===== src/rtl/step_fetch_unit.sv =====
// step_fetch_unit: tick-paced / single-step instruction fetch unit.
// Fetches one word per trigger from a synchronous instruction memory,
// holding it in ir, with redirect support and a terminal fault state.
//
// Build option:
//   STEP_FETCH_DECODE_EN  when defined, lui_seen latches on a fetched LUI
//                         opcode; when undefined lui_seen is tied low.
//
// Ports:
//   clk_in       sole clock
//   reset        asynchronous active-high reset
//   step_mode    1 = single-step on step_req rising edge, 0 = free-run on tick
//   step_req     single-step request (edge-detected)
//   halt         blocks new fetches (never aborts one in flight)
//   redir_valid  redirect request
//   redir_pc     redirect target byte address
//   redir_ready  redirect accepted this cycle (combinational, IDLE only)
//   mem_addr     memory word index (pc >> 2)
//   mem_rd       memory read strobe, one cycle per fetch
//   mem_rdata    memory read data, valid the cycle after mem_rd
//   ir           last fetched instruction
//   ir_valid     one-cycle pulse when ir updates
//   pc           byte address of the next fetch
//   tick         one-cycle divider pulse every DIV cycles
//   heartbeat    toggles once per completed fetch
//   fault        sticky fault indicator
//   lui_seen     sticky LUI-opcode flag
module step_fetch_unit #(
  parameter int unsigned DIV    = 25000000,
  parameter int unsigned DEPTH  = 3000,
  parameter int unsigned ADDR_W = 32,
  parameter int unsigned DATA_W = 32
) (
  input  logic              clk_in,
  input  logic              reset,
  input  logic              step_mode,
  input  logic              step_req,
  input  logic              halt,
  input  logic              redir_valid,
  input  logic [ADDR_W-1:0] redir_pc,
  output logic              redir_ready,
  output logic [ADDR_W-1:0] mem_addr,
  output logic              mem_rd,
  input  logic [DATA_W-1:0] mem_rdata,
  output logic [DATA_W-1:0] ir,
  output logic              ir_valid,
  output logic [ADDR_W-1:0] pc,
  output logic              tick,
  output logic              heartbeat,
  output logic              fault,
  output logic              lui_seen
);

  localparam int unsigned CNT_W = (DIV > 1) ? $clog2(DIV) : 1;
  localparam logic [CNT_W-1:0] CNT_MAX = CNT_W'(DIV - 1);
  localparam logic [6:0] OPC_LUI = 7'b0110111;

  localparam logic [1:0] IDLE  = 2'd0;
  localparam logic [1:0] READ  = 2'd1;
  localparam logic [1:0] LATCH = 2'd2;
  localparam logic [1:0] FAULT = 2'd3;

  logic [1:0]        state;
  logic [1:0]        state_next;
  logic [CNT_W-1:0]  cnt;
  logic              step_req_q;
  logic              trigger;
  logic              out_of_range;
  logic [ADDR_W-1:0] pc_next;
  logic [DATA_W-1:0] ir_next;
  logic              ir_valid_next;
  logic              heartbeat_next;

  // Free-running tick divider, independent of mode and FSM state
  always_ff @(posedge clk_in or posedge reset) begin
    if (reset) begin
      cnt <= '0;
    end else if (cnt == CNT_MAX) begin
      cnt <= '0;
    end else begin
      cnt <= cnt + CNT_W'(1);
    end
  end

  assign tick = (cnt == CNT_MAX);

  // A step_req edge is only seen for one cycle, so edges arriving outside IDLE are lost
  assign trigger      = step_mode ? (step_req & ~step_req_q) : tick;
  assign mem_addr     = {2'b00, pc[ADDR_W-1:2]};
  assign out_of_range = (mem_addr >= ADDR_W'(DEPTH));

  // State and registered outputs
  always_ff @(posedge clk_in or posedge reset) begin
    if (reset) begin
      state      <= IDLE;
      pc         <= '0;
      ir         <= '0;
      ir_valid   <= 1'b0;
      mem_rd     <= 1'b0;
      heartbeat  <= 1'b0;
      fault      <= 1'b0;
      step_req_q <= 1'b0;
    end else begin
      state      <= state_next;
      pc         <= pc_next;
      ir         <= ir_next;
      ir_valid   <= ir_valid_next;
      mem_rd     <= (state_next == READ);
      heartbeat  <= heartbeat_next;
      fault      <= (state_next == FAULT);
      step_req_q <= step_req;
    end
  end

  // Next-state and datapath decisions; a redirect beats a same-cycle trigger
  always_comb begin
    state_next     = state;
    pc_next        = pc;
    ir_next        = ir;
    ir_valid_next  = 1'b0;
    heartbeat_next = heartbeat;
    redir_ready    = 1'b0;
    case (state)
      IDLE: begin
        if (redir_valid) begin
          redir_ready = ~reset;
          if (redir_pc[1:0] != 2'b00) begin
            state_next = FAULT;
          end else begin
            pc_next = redir_pc;
          end
        end else if (trigger && !halt) begin
          state_next = out_of_range ? FAULT : READ;
        end
      end
      READ: begin
        state_next = LATCH;
      end
      LATCH: begin
        ir_next        = mem_rdata;
        ir_valid_next  = 1'b1;
        heartbeat_next = ~heartbeat;
        pc_next        = pc + ADDR_W'(4);
        state_next     = IDLE;
      end
      FAULT: begin
        state_next = FAULT;
      end
      default: begin
        state_next = IDLE;
      end
    endcase
  end

`ifdef STEP_FETCH_DECODE_EN
  // Sticky flag: any fetched word carrying the LUI opcode
  always_ff @(posedge clk_in or posedge reset) begin
    if (reset) begin
      lui_seen <= 1'b0;
    end else if ((state == LATCH) && (mem_rdata[6:0] == OPC_LUI)) begin
      lui_seen <= 1'b1;
    end
  end
`else
  logic [6:0] opc_unused;
  assign opc_unused = OPC_LUI;
  assign lui_seen   = 1'b0;
`endif

endmodule


===== config.mk =====
export PLATFORM = sky130hd
export DESIGN_NAME = step_fetch_unit
export DESIGN_NICKNAME = d
export VERILOG_FILES = /design/src/rtl/step_fetch_unit.sv
export SDC_FILE = /design/constraint.sdc
export NUM_CORES = 1
export LEC_CHECK = 0
export CORE_UTILIZATION = 55
export CTS_BUF_LIST = sky130_fd_sc_hd__clkbuf_4 sky130_fd_sc_hd__clkbuf_8
export DETAILED_ROUTE_END_ITERATION = 10
export DONT_BUFFER_PORTS = 1
export GPL_TIMING_DRIVEN = 0
export PLACE_DENSITY = 0.73
export SLEW_MARGIN = 0
export SYNTH_ARGS = -nofsm -noshare
export SYNTH_HDL_FRONTEND = slang
export SYNTH_SLANG_ARGS = --single-unit

===== constraint.sdc =====
create_clock -name clk_in -period 3.3 [get_ports clk_in]
set_input_delay 0.66 -clock clk_in [delete_from_list [all_inputs] [get_ports clk_in]]
set_output_delay 0.66 -clock clk_in [all_outputs]
set_load 0.02 [all_outputs]

== After elaboration in Yosys (flattened, before gate mapping) ==
Index checks and enable logic that the tools add are counted.

* Flip-flop bits (word level): 96
* Logic and storage cells: 43

* Add/sub/neg operators: 2
* $lt $le $gt $ge: 1
* Equality and inequality tests: 8
* Mux-type cells: 13
* Bitwise logic cells: 4
* Reductions and logical operators: 6

{| class="wikitable"
|+ Operators by type and width
! kind !! number
|-
| $mux 32 || 2
|-
| $pmux 32 s2 || 1
|-
| $add 32x3->32 const B || 1
|-
| $ge 30x12->1 const B || 1
|-
| $add 25x1->25 const B || 1
|-
| $eq 25x25->1 const B || 1
|-
| $mux 25 || 1
|-
| $mux 2 || 4
|-
| $pmux 2 s4 || 1
|-
| $eq 2x2->1 const B || 3
|-
| $eq 2x1->1 const B || 2
|-
| $mux 1 || 4
|-
| $ne 2x2->1 const B || 2
|-
| $reduce_bool 2->1 || 2
|-
| $not 1->1 || 3
|-
| $reduce_and 3->1 || 1
|-
| $logic_not 2->1 || 1
|-
| $and 1x1->1 || 1
|-
| $logic_and 1x1->1 || 1
|-
| $logic_not 1->1 || 1
|}

== Logic depth before layout (Yosys ltp) ==
Gate-level depths: netlist of the first run.

* Depth after elaboration: 8
* Gate-level depth with buffers: 8
* Mapped depth without buffers: 6

== Worst setup path before layout of the first run ==
Ideal clock, no wire load.

* Path type: in2reg
* Start point: input port redir_pc[0]
* End point: register pc[11]
* Setup time: 0.066 ns
* Data arrival time: 1.982 ns
* Data required time: 3.234 ns
* Setup slack: 1.252 ns
* Stages: 6
* Cells stage by stage: or3b_2 -> clkbuf_1 -> nor2_1 -> nor2_1 -> mux2i_1 -> o31a_1

* Cells in the longest elaborated chain, start to end: 3

{| class="wikitable"
|+ Ends and longest elaborated chain
! element !! line !! RTL
|-
| start: declaration || 40 || <nowiki>input logic [ADDR_W-1:0] redir_pc,</nowiki>
|-
| $reduce_bool 2->1 || 127 || <nowiki>if (redir_pc[1:0] != 2'b00) begin</nowiki>
|-
| $ne 2x2->1 (no source line) || n/a ||
|-
| $reduce_and 3->1 (no source line) || n/a ||
|-
| end signal: assignment || 105 || <nowiki>pc <= pc_next;</nowiki>
|-
| end: declaration || 47 || <nowiki>output logic [ADDR_W-1:0] pc,</nowiki>
|}

Every way passes these cells.
A chain may end at the register's enable or synchronous reset.

== Final worst setup path of the first run ==
* Start point: register cnt[16]
* End point: output port tick

* Cells in the longest elaborated chain, start to end: 1

{| class="wikitable"
|+ Ends and longest elaborated chain
! element !! line !! RTL
|-
| start: declaration || 65 || <nowiki>logic [CNT_W-1:0] cnt;</nowiki>
|-
| start signal: assignment || 81 || <nowiki>cnt <= cnt + CNT_W'(1);</nowiki>
|-
| $eq 25x25->1 || 85 || <nowiki>assign tick = (cnt == CNT_MAX);</nowiki>
|-
| end: declaration || 48 || <nowiki>output logic tick,</nowiki>
|}

Every way passes these cells.

==> results of run 1 <==
-- cells by family (layout without fill, tap and decap cells) --
kind of cell | count (synthesis) | after routing
buf+inv | 75 | 92
flops | 96 | 96
xor+xnor | 17 | 17
other cells | 1 | 3
fa+ha+maj | 3 | 3
simple gates | 273 | 273
mux | 3 | 3
compound gates | 94 | 94
-- flip-flops by register name, summed over array words and instances (netlist names) --
signal	cells
cnt	25
fault	1
heartbeat	1
ir	32
ir_valid	1
mem_rd	1
pc	32
state	2
step_req_q	1
-- through the flow --
| stage | util [%] | hold WS [ns] | instance area, um2 | power [mW] |
|---|---|---|---|---|
| 6_report | 61.1 | 0.163 | 5350 | 2.01 |
| 5_1_grt | 61.1 | 0.188 | 5350 | 2.08 |
| 4_1_cts | 61.1 | 0.168 | 5350 | 2.03 |
| 3_5_place_dp | 59.0 | 0.453 | 5170 | 1.30 |
| 3_3_place_gp | 58.6 | 0.436 | 5140 | 1.29 |
| 2_1_floorplan | - | 0.424 | 5000 | 1.28 |
-- worst max-delay path, stage by stage (launching register included) --
cell	delay (ns)
dfrtp_1	0.45
nor4bb_1	0.33
nand4_1	0.18
nor3_1	0.60
-- worst max path at each step --
stage | end | from
2_1_floorplan | cnt[0] | reset
3_3_place_gp | ir[24] | reset
3_5_place_dp | pc[11] | redir_pc[0]
4_1_cts | tick | cnt[10]
5_1_grt | tick | cnt[16]
6_report | tick | cnt[16]
-- per-layer routing --
metal	share of wire, %	up-vias	track usage (%)
li1	-	1981	-
met1	41	2020	35.3
met2	48	203	43.8
met3	7.7	35	5.90
met4	3.0	0	11.8
met5	0	-	0
-- report_power, final --
part | switching (mW) | internal [mW]
Clock | 0.446 | 0.289
Combinational | 0.0488 | 0.0238
Sequential | 0.0183 | 1.18
-- placed cells by master, fill, tap and decap left out, types with 9 or more instances in the layout --
cell type / netlist / routed
dfrtp_1: 96 / 96
nor3_1: 20 / 20
o21ai_0: 15 / 15
inv_1: 12 / 11
and3_1: 12 / 12
clkbuf_8: 0 / 9
buf_4: 34 / 34
nand4_1: 19 / 19
nand2_1: 122 / 122
a21oi_1: 26 / 26
nand3_1: 19 / 19
xnor2_1: 10 / 10
clkbuf_1: 21 / 21
nor2_1: 39 / 39
-- cell type report --
type	count	area (um2)
Sequential cell	96	2400
Clock buffer	9	124
Clock inverter	7	60.1
Timing Repair Buffer	1	27.5
Inverter	12	47.5
Buffer	63	372
Multi-Input combinational cell	393	2180
Tap cell	108	135
Fill cell	750	3410
==> results.md, run 1 <==
- Die footprint: between 9000 and 10,000 um2
- Portion of the post-synthesis area used by sequential elements: a little under 50%
- Dominant synthesized flop cell: dfrtp_1
- Initial drt markers: 235
- Critical path startpoint category: flip-flop
- Slew at the pin closest to its max-slew limit: ~0.94 ns
- First-pass GRT wire length: 20,500 um
- Final sum of negative setup slack: 0 ns
- Async SR Flop Fraction: 100%
- Largest family of logic cells by synthesized area: simple AND/OR/NAND/NOR gates
- Area contributors post-synth: dfrtp_1, nand2_1, buf_4
- Nets@finish: roughly 650
- Final setup vio count: 0
- Number of global-route vias before repair: 4,020
- Clock sinks: 96
- Largest net degree at the start of global routing: 64
- Synth Area in XOR/XNOR: under 10%
- FF+latch count, synth: 96
- Standard-cell rows: 34
- Reg-to-Reg End: pc[18]
- Power density relative to cell area: approximately 370 nW/um2
- Clock period minus worst slack: around 2.6 ns
- WL/cell: between 15 and 20 um
- Wire length after detailed routing: about 13,000 um
- Unrepaired setup endpoints after global routing: false
- Mean Syn Cell Area: approximately 8.9 um2
- Fraction of layout cells with a size suffix above 1: 11.5%
- Final cell count without fillers: 689
- Outcome: finished clean
- Arithmetic-cell share of the synthesized area counting full adders, half adders and majority gates: less than 1%
- Netlist area before placement: roughly 5000 um2
- GP Congestion: 0.895
- Commonest cells in the synthesized netlist: nand2_1, dfrtp_1, nor2_1, buf_4, a21oi_1
- Antenna-violating nets left: 0
- Library cell with the largest summed area after synthesis: dfrtp_1
- Worst-case reg-to-reg path depth: 6
- Top-Level Pins: around 170
- Detailed-route via count: around 4,200
- P_leak: around 2.3 nW
- Vertical die dimension: a little under 100 um
- DRC: 0
- Number of post-CTS setup repair buffers: 0
- Half-perimeter wire length after detailed placement: 9190 um
- H-tree depth: 3
- Hold violation count in the final report: 0
- Initial cell density of the core: around 57%
- Count of final max-slew check failures: 0
- Max-cap violations: 0
- Hold WC Path Type: in2async
- Crit path setup slack, layout: 0.712 ns
- Count of TritonRoute iterations in the first routing pass: 5
- Number of buffers inserted during clock tree synthesis: 9
- Overall fraction of global-route tracks in use: a little over a quarter
- Clock latency on the worst-skew pair: 0.37 ns
- Post-route fraction of the period consumed by the critical path: just under 80%
- Number of input and output port buffers inserted: 0
- Multiplexer share of the synthesized area: 0.601%
- Worst-case register-to-register setup slack: ~0.84 ns
- Post_cts resized: 0
- TritonCTS clock tree: built
- Area share of the leading cell type in the synthesized netlist: 48.1%
- Max-Slew Margin vs Limit: between 30% and 40%
- Most repeated cell in the gate-level netlist after synthesis: nand2_1
- Number of antenna violations at the first check in global routing: 0
- Critical Path Sink Type: output pin
- Type of the worst setup path: reg2out
- Die width: about 97 um
- Number of warnings reported in the yosys synthesis log: 0
- Arrival time of data at the critical path endpoint: between 1.5 and 2 ns
- Simple-Gate Fraction of Synth Area: between 20% and 30%
- Clock transition at the registers of the reported paths: ~0.11 ns
- Placed cells: approximately 670
- Worst reg2reg path startpoint: pc[8]
- Count of different cell masters after synthesis: between 50 and 60
- Total congestion overflow: 0
- Post-cts hold buffer count: 0
- Count of flip-flops with a built-in enable after synthesis: 0
- Buffer levels on the longest clock path: 2
- Core box area: ~8800 um2
- Max VDD drop: between 0.2 and 0.3 mV
- Vias per cell: between 6 and 7
- Layout-stage area growth over the synthesis result: 7.14%
- Worst clock skew on the final layout: around 0.023 ns
- # diodes: 0
- Gate count of the mapped netlist: 562
- Max Fclk: 386 MHz
- Area fraction in compound gates after synthesis: 12.7%
- Highest fanout seen on the critical path: 5
- CTS root buffer: clkbuf_8
- Place WS: approximately 0.73 ns
- Endpoint required time on the critical path: approximately 2.6 ns
No activity file was read; power rests on OpenSTA's default activity.
==> run 2, diff against run 1 <==
--- a/config.mk
+++ b/config.mk
@@ -10,7 +10,7 @@
 export DETAILED_ROUTE_END_ITERATION = 10
 export DONT_BUFFER_PORTS = 1
 export GPL_TIMING_DRIVEN = 0
-export PLACE_DENSITY = 0.73
+export PLACE_DENSITY = 0.7
 export SLEW_MARGIN = 0
 export SYNTH_ARGS = -nofsm -noshare
 export SYNTH_HDL_FRONTEND = slang
==> constraint.sdc (replaced) <==
create_clock -name clk_in -period 2.7 [get_ports clk_in]
set_input_delay 0.54 -clock clk_in [delete_from_list [all_inputs] [get_ports clk_in]]
set_output_delay 0.54 -clock clk_in [all_outputs]
set_load 0.02 [all_outputs]
==> results.md, run 2 (synthesis results as in run 1) <==
- Die footprint: approximately 9500 um2
- Die width: roughly 97 um
- Initial cell density of the core: 57.0%
- CTS root buffer: clkbuf_8
- Number of global-route vias before repair: 4,121
- Slew at the pin closest to its max-slew limit: approximately 1.0 ns
- Nets@finish: ~650
- Filler Cell Count: between 800 and 900
- Number of input and output port buffers inserted: 0
- Arrival time of data at the critical path endpoint: 1.95 ns
- Antenna-violating nets left: 0
- Layout-stage area growth over the synthesis result: 8.04%
- Final cell count without fillers: 691
- Max-Slew Margin vs Limit: 31.2%
- Wire length after detailed routing: between 10,000 and 15,000 um
- TritonCTS clock tree: built
- Number of post-CTS setup repair buffers: 0
- Critical Path Sink Type: output pin
- Number of buffers inserted during clock tree synthesis: 9
- Highest fanout seen on the critical path: 5
- GP Congestion: roughly 0.86
- H-tree depth: 3
- Core box area: roughly 8800 um2
- Initial drt markers: around 230
- Outcome: finished clean
- Vertical die dimension: slightly below 100 um
- Final sum of negative setup slack: 0 ns
- FF+latch area: 2400 um2
- Total congestion overflow: 0
- Largest net degree at the start of global routing: 28
- Hold violation count in the final report: 0
- # diodes: 0
- First-pass GRT wire length: 21,100 um
- Number of antenna violations at the first check in global routing: 0
- Fraction of layout cells with a size suffix above 1: a little under an eighth
- Max VDD drop: approximately 0.24 mV
- Clock sinks: 96
- Clock latency on the worst-skew pair: 0.37 ns
- Max Fclk: about 400 MHz
- Final setup vio count: 0
- Endpoint required time on the critical path: approximately 2.2 ns
- Top-Level Pins: between 150 and 200
- Clock period minus worst slack: ~2.5 ns
- Post-cts hold buffer count: 0
- Largest registers ranked by flip-flop count: ir (32), pc (32), cnt (25)
- Unrepaired setup endpoints after global routing: false
- Power density relative to cell area: between 400 and 500 nW/um2
- Standard-cell rows: 34
- Hold WC Path Type: in2async
- Critical path startpoint category: flip-flop
- Vias per cell: approximately 6.2
- Count of TritonRoute iterations in the first routing pass: 5
- Post_cts resized: 0
- WL/cell: roughly 19 um
- Overall fraction of global-route tracks in use: around 28%
- P_leak: 2.33 nW
- Type of the worst setup path: reg2out
- Buffer levels on the longest clock path: 2
- DRC: 0
- Placed cells: roughly 680
- Post-route fraction of the period consumed by the critical path: about 90%
- Multi-input logic area: 2180 um2
- Final worst hold slack: ~0.067 ns
- Max-cap violations: 0
- Count of final max-slew check failures: 0
- Commonest non-fill, non-tap cell in the layout: nand2_1
- Half-perimeter wire length after detailed placement: ~9400 um
- Worst clock skew on the final layout: ~0.0096 ns
- Commonest non-fill, non-tap cells in the layout: nand2_1, dfrtp_1, nor2_1, buf_4, a21oi_1
- Detailed-route via count: ~4,300
- Clock transition at the registers of the reported paths: ~0.11 ns
run 2: cell types whose count changed in the layout (fill, tap and decap cells not counted), sizes merged:
| cell | before | now |
|---|---|---|
| buf | 41 | 43 |
| inv | 16 | 15 |
| clkbuf | 32 | 33 |
| clkinvlp | 2 | 1 |
| clkinv | 1 | 2 |
run 2: layout make-up:
class                   instances  area share [%]
flip-flops and latches         96            44.5
multi-input cells             393            40.5
plain buffers                  63            6.88
clock buffers                  10            2.55
well taps                     108            2.50
repair buffers                  3            1.11
clock inverters                 6            1.07
inverters                      12           0.904
run 2: worst max-delay path, cell delays in order (launching register included):
cell and delay, ns:
dfrtp_1 0.45, nor4bb_1 0.34, nand4_1 0.19, nor3_1 0.60
run 2: worst paths after layout:
path	start	slack, ns	end	cells after the start
worst max register to register	pc[8]	0.25	pc[18]	6
worst min-delay path	reset	0.07	pc[6]	1
worst max-delay path	cnt[8]	0.21	tick	3
min in group clk_in	step_req	0.19	step_req_q	0
worst min register to register	cnt[0]	0.46	cnt[0]	1
max in group asynchronous	reset	1.91	ir[5]	3
run 2: per-layer routing:
layer | global-route usage [%] | part of all wire (%) | up-vias
li1 | - | - | 1978
met1 | 37.4 | 42 | 2120
met2 | 45.7 | 50 | 148
met3 | 4.46 | 6.5 | 20
met4 | 11.0 | 2.1 | 0
met5 | 0 | 0 | -
run 2: through the flow:
stage                     util, %  area [um2]  setup slack, ns  power [mW]
after floorplan                 -        5010            0.734        1.56
after global placement       58.7        5140            0.270        1.58
after detailed placement     59.4        5200            0.267        1.59
after CTS                    61.6        5400            0.216        2.53
after global routing         61.6        5400           0.0742        2.60
final                        61.6        5400            0.207        2.52
run 2: power by group:
group	internal (mW)	switching (mW)	total [mW]
clock	0.384	0.570	0.954
combinational	0.0337	0.0619	0.0956
sequential	1.44	0.0222	1.47
total	1.86	0.654	2.52
==> run 3, diff against run 2 <==
--- a/config.mk
+++ b/config.mk
@@ -10,6 +10,7 @@
 export DETAILED_ROUTE_END_ITERATION = 10
 export DONT_BUFFER_PORTS = 1
 export GPL_TIMING_DRIVEN = 0
+export MAX_ROUTING_LAYER = met4
 export PLACE_DENSITY = 0.7
 export SLEW_MARGIN = 0
 export SYNTH_ARGS = -nofsm -noshare
==> results.md, run 3 (synthesis results as in run 1) <==
- Outcome: finished clean
- # diodes: 0
- Wire length after detailed routing: approximately 13,000 um
- Number of global-route vias before repair: ~4,100
- Final worst hold slack: roughly 0.065 ns
- H-tree depth: 3
- Overall fraction of global-route tracks in use: between 20% and 30%
- Commonest non-fill, non-tap cell in the layout: nand2_1
- Worst path slowest cell: nor3_1
- Slew at the pin closest to its max-slew limit: 1.01 ns
- First-pass GRT wire length: approximately 21,000 um
- Filler Cell Count: approximately 800
- Max Fclk: 402 MHz
- Number of input and output port buffers inserted: 0
- Hold violation count in the final report: 0
- Critical path startpoint category: flip-flop
- Nets@finish: between 600 and 700
- Standard-cell rows: 34
- Total congestion overflow: 0
- DRC: 0
- TritonCTS clock tree: built
- Largest net degree at the start of global routing: 28
- Crit. Startpoint: cnt[8]
- Clock period minus worst slack: between 2 and 2.5 ns
- Clock latency on the worst-skew pair: 0.38 ns
- Clock transition at the registers of the reported paths: 0.11 ns
- Final setup vio count: 0
- Post-route fraction of the period consumed by the critical path: around 90%
- Initial cell density of the core: a little under three fifths
- Met3 capacity usage during global routing: under 10%
- Number of antenna violations at the first check in global routing: 0
- Count of final max-slew check failures: 0
- Number of post-CTS setup repair buffers: 0
- Worst reg2reg path startpoint: pc[8]
- Clock sinks: 96
- Post-layout total power: 2.52 mW
- Max-cap violations: 0
- Type of the worst setup path: reg2out
- Die footprint: approximately 9500 um2
- Unrepaired setup endpoints after global routing: false
- Vertical die dimension: approximately 97 um
- Commonest non-fill, non-tap cells in the layout: nand2_1, dfrtp_1, nor2_1, buf_4, a21oi_1
- Critical Path Sink Type: output pin
- Die width: 97.3 um
- P_leak: about 2.3 nW
- Reg-to-Reg End: pc[18]
- Post-cts hold buffer count: 0
- Initial drt markers: 223
- Worst-case register-to-register setup slack: about 0.27 ns
- WL/cell: about 19 um
- Highest fanout seen on the critical path: 5
- Arrival time of data at the critical path endpoint: around 2.0 ns
- Largest registers ranked by flip-flop count: ir (32), pc (32), cnt (25)
- GP Congestion: approximately 0.87
- Top-Level Pins: ~170
- Met1 routing resource usage after global routing: between 30 and 40%
- Antenna-violating nets left: 0
- CTS root buffer: clkbuf_8
- Critical Path Max Stage Delay: 0.60 ns
- Vias per cell: approximately 6.2
- Busiest metal layer after global routing: met2
- Critical Path Sink: tick
- Worst-case reg-to-reg path depth: 6
- Count of TritonRoute iterations in the first routing pass: 7
- Number of buffers inserted during clock tree synthesis: 9
- Power density relative to cell area: between 400 and 500 nW/um2
- Hold WC Path Type: in2async
- Endpoint required time on the critical path: 2.16 ns
- Max-Slew Margin vs Limit: between 30 and 40%
- Worst clock skew on the final layout: 0.0120 ns
- Max VDD drop: 0.246 mV
- Post_cts resized: 0
- Global-route met2 utilization: between 40% and 50%
- Fraction of layout cells with a size suffix above 1: a little under an eighth
- Core box area: about 8800 um2
- Layout-stage area growth over the synthesis result: 8.04%
- Worst path cell trace: nor4bb_1 > nand4_1 > nor3_1
- Buffer levels on the longest clock path: 2
- Half-perimeter wire length after detailed placement: 9420 um
- Final sum of negative setup slack: 0 ns
- Detailed-route via count: about 4,300
run 3: routing by layer:
metal  share of wire (%)  vias up
li1                    -     1979
met1                  42     2096
met3                 6.5       20
met2                  50      171
met5                   0        -
met4                 2.1        0
run 3: where the power goes:
| group | switching (mW) | total [mW] | leakage, nW | internal, mW |
|---|---|---|---|---|
| Clock | 0.574 | 0.958 | 0.101 | 0.384 |
| Combinational | 0.0621 | 0.0958 | 1.15 | 0.0337 |
| Sequential | 0.0223 | 1.47 | 1.09 | 1.44 |
| Total | 0.658 | 2.52 | 2.33 | 1.86 |
run 3: worst max-delay path: cells and delay by family, from the launching register on:
family        cells  cell delay (ns)
flops             1             0.45
simple gates      3             1.13
run 3: final cells by class:
class / count / area [um2] / share of cell area, %
buffer: 63 / 372 / 6.88
tap: 108 / 135 / 2.50
inverter: 12 / 48.8 / 0.904
timing repair buffer: 3 / 60.1 / 1.11
sequential: 96 / 2400 / 44.5
clock inverter: 6 / 57.6 / 1.07
clock buffer: 10 / 138 / 2.55
multi-input combinational: 393 / 2180 / 40.5
run 3: per-stage QoR:
| stage | util [%] | worst slack, ns | instance area, um2 | std cells |
|---|---|---|---|---|
| 4_1_cts | 61.6 | 0.216 | 5400 | 691 |
| 3_3_place_gp | 58.7 | 0.270 | 5140 | 672 |
| 3_5_place_dp | 59.4 | 0.267 | 5200 | 675 |
| 2_1_floorplan | - | 0.734 | 5010 | 564 |
| 6_report | 61.6 | 0.210 | 5400 | 691 |
| 5_1_grt | 61.6 | 0.0742 | 5400 | 691 |
run 3: worst min path at each step:
| stage | start | to | cells after the start |
|---|---|---|---|
| floorplan | cnt[0] | cnt[0] | 1 |
| global placement | cnt[0] | cnt[0] | 1 |
| detailed placement | cnt[0] | cnt[0] | 1 |
| CTS | reset | pc[6] | 1 |
| global route | reset | mem_rd | 1 |
| finish | reset | pc[6] | 1 |
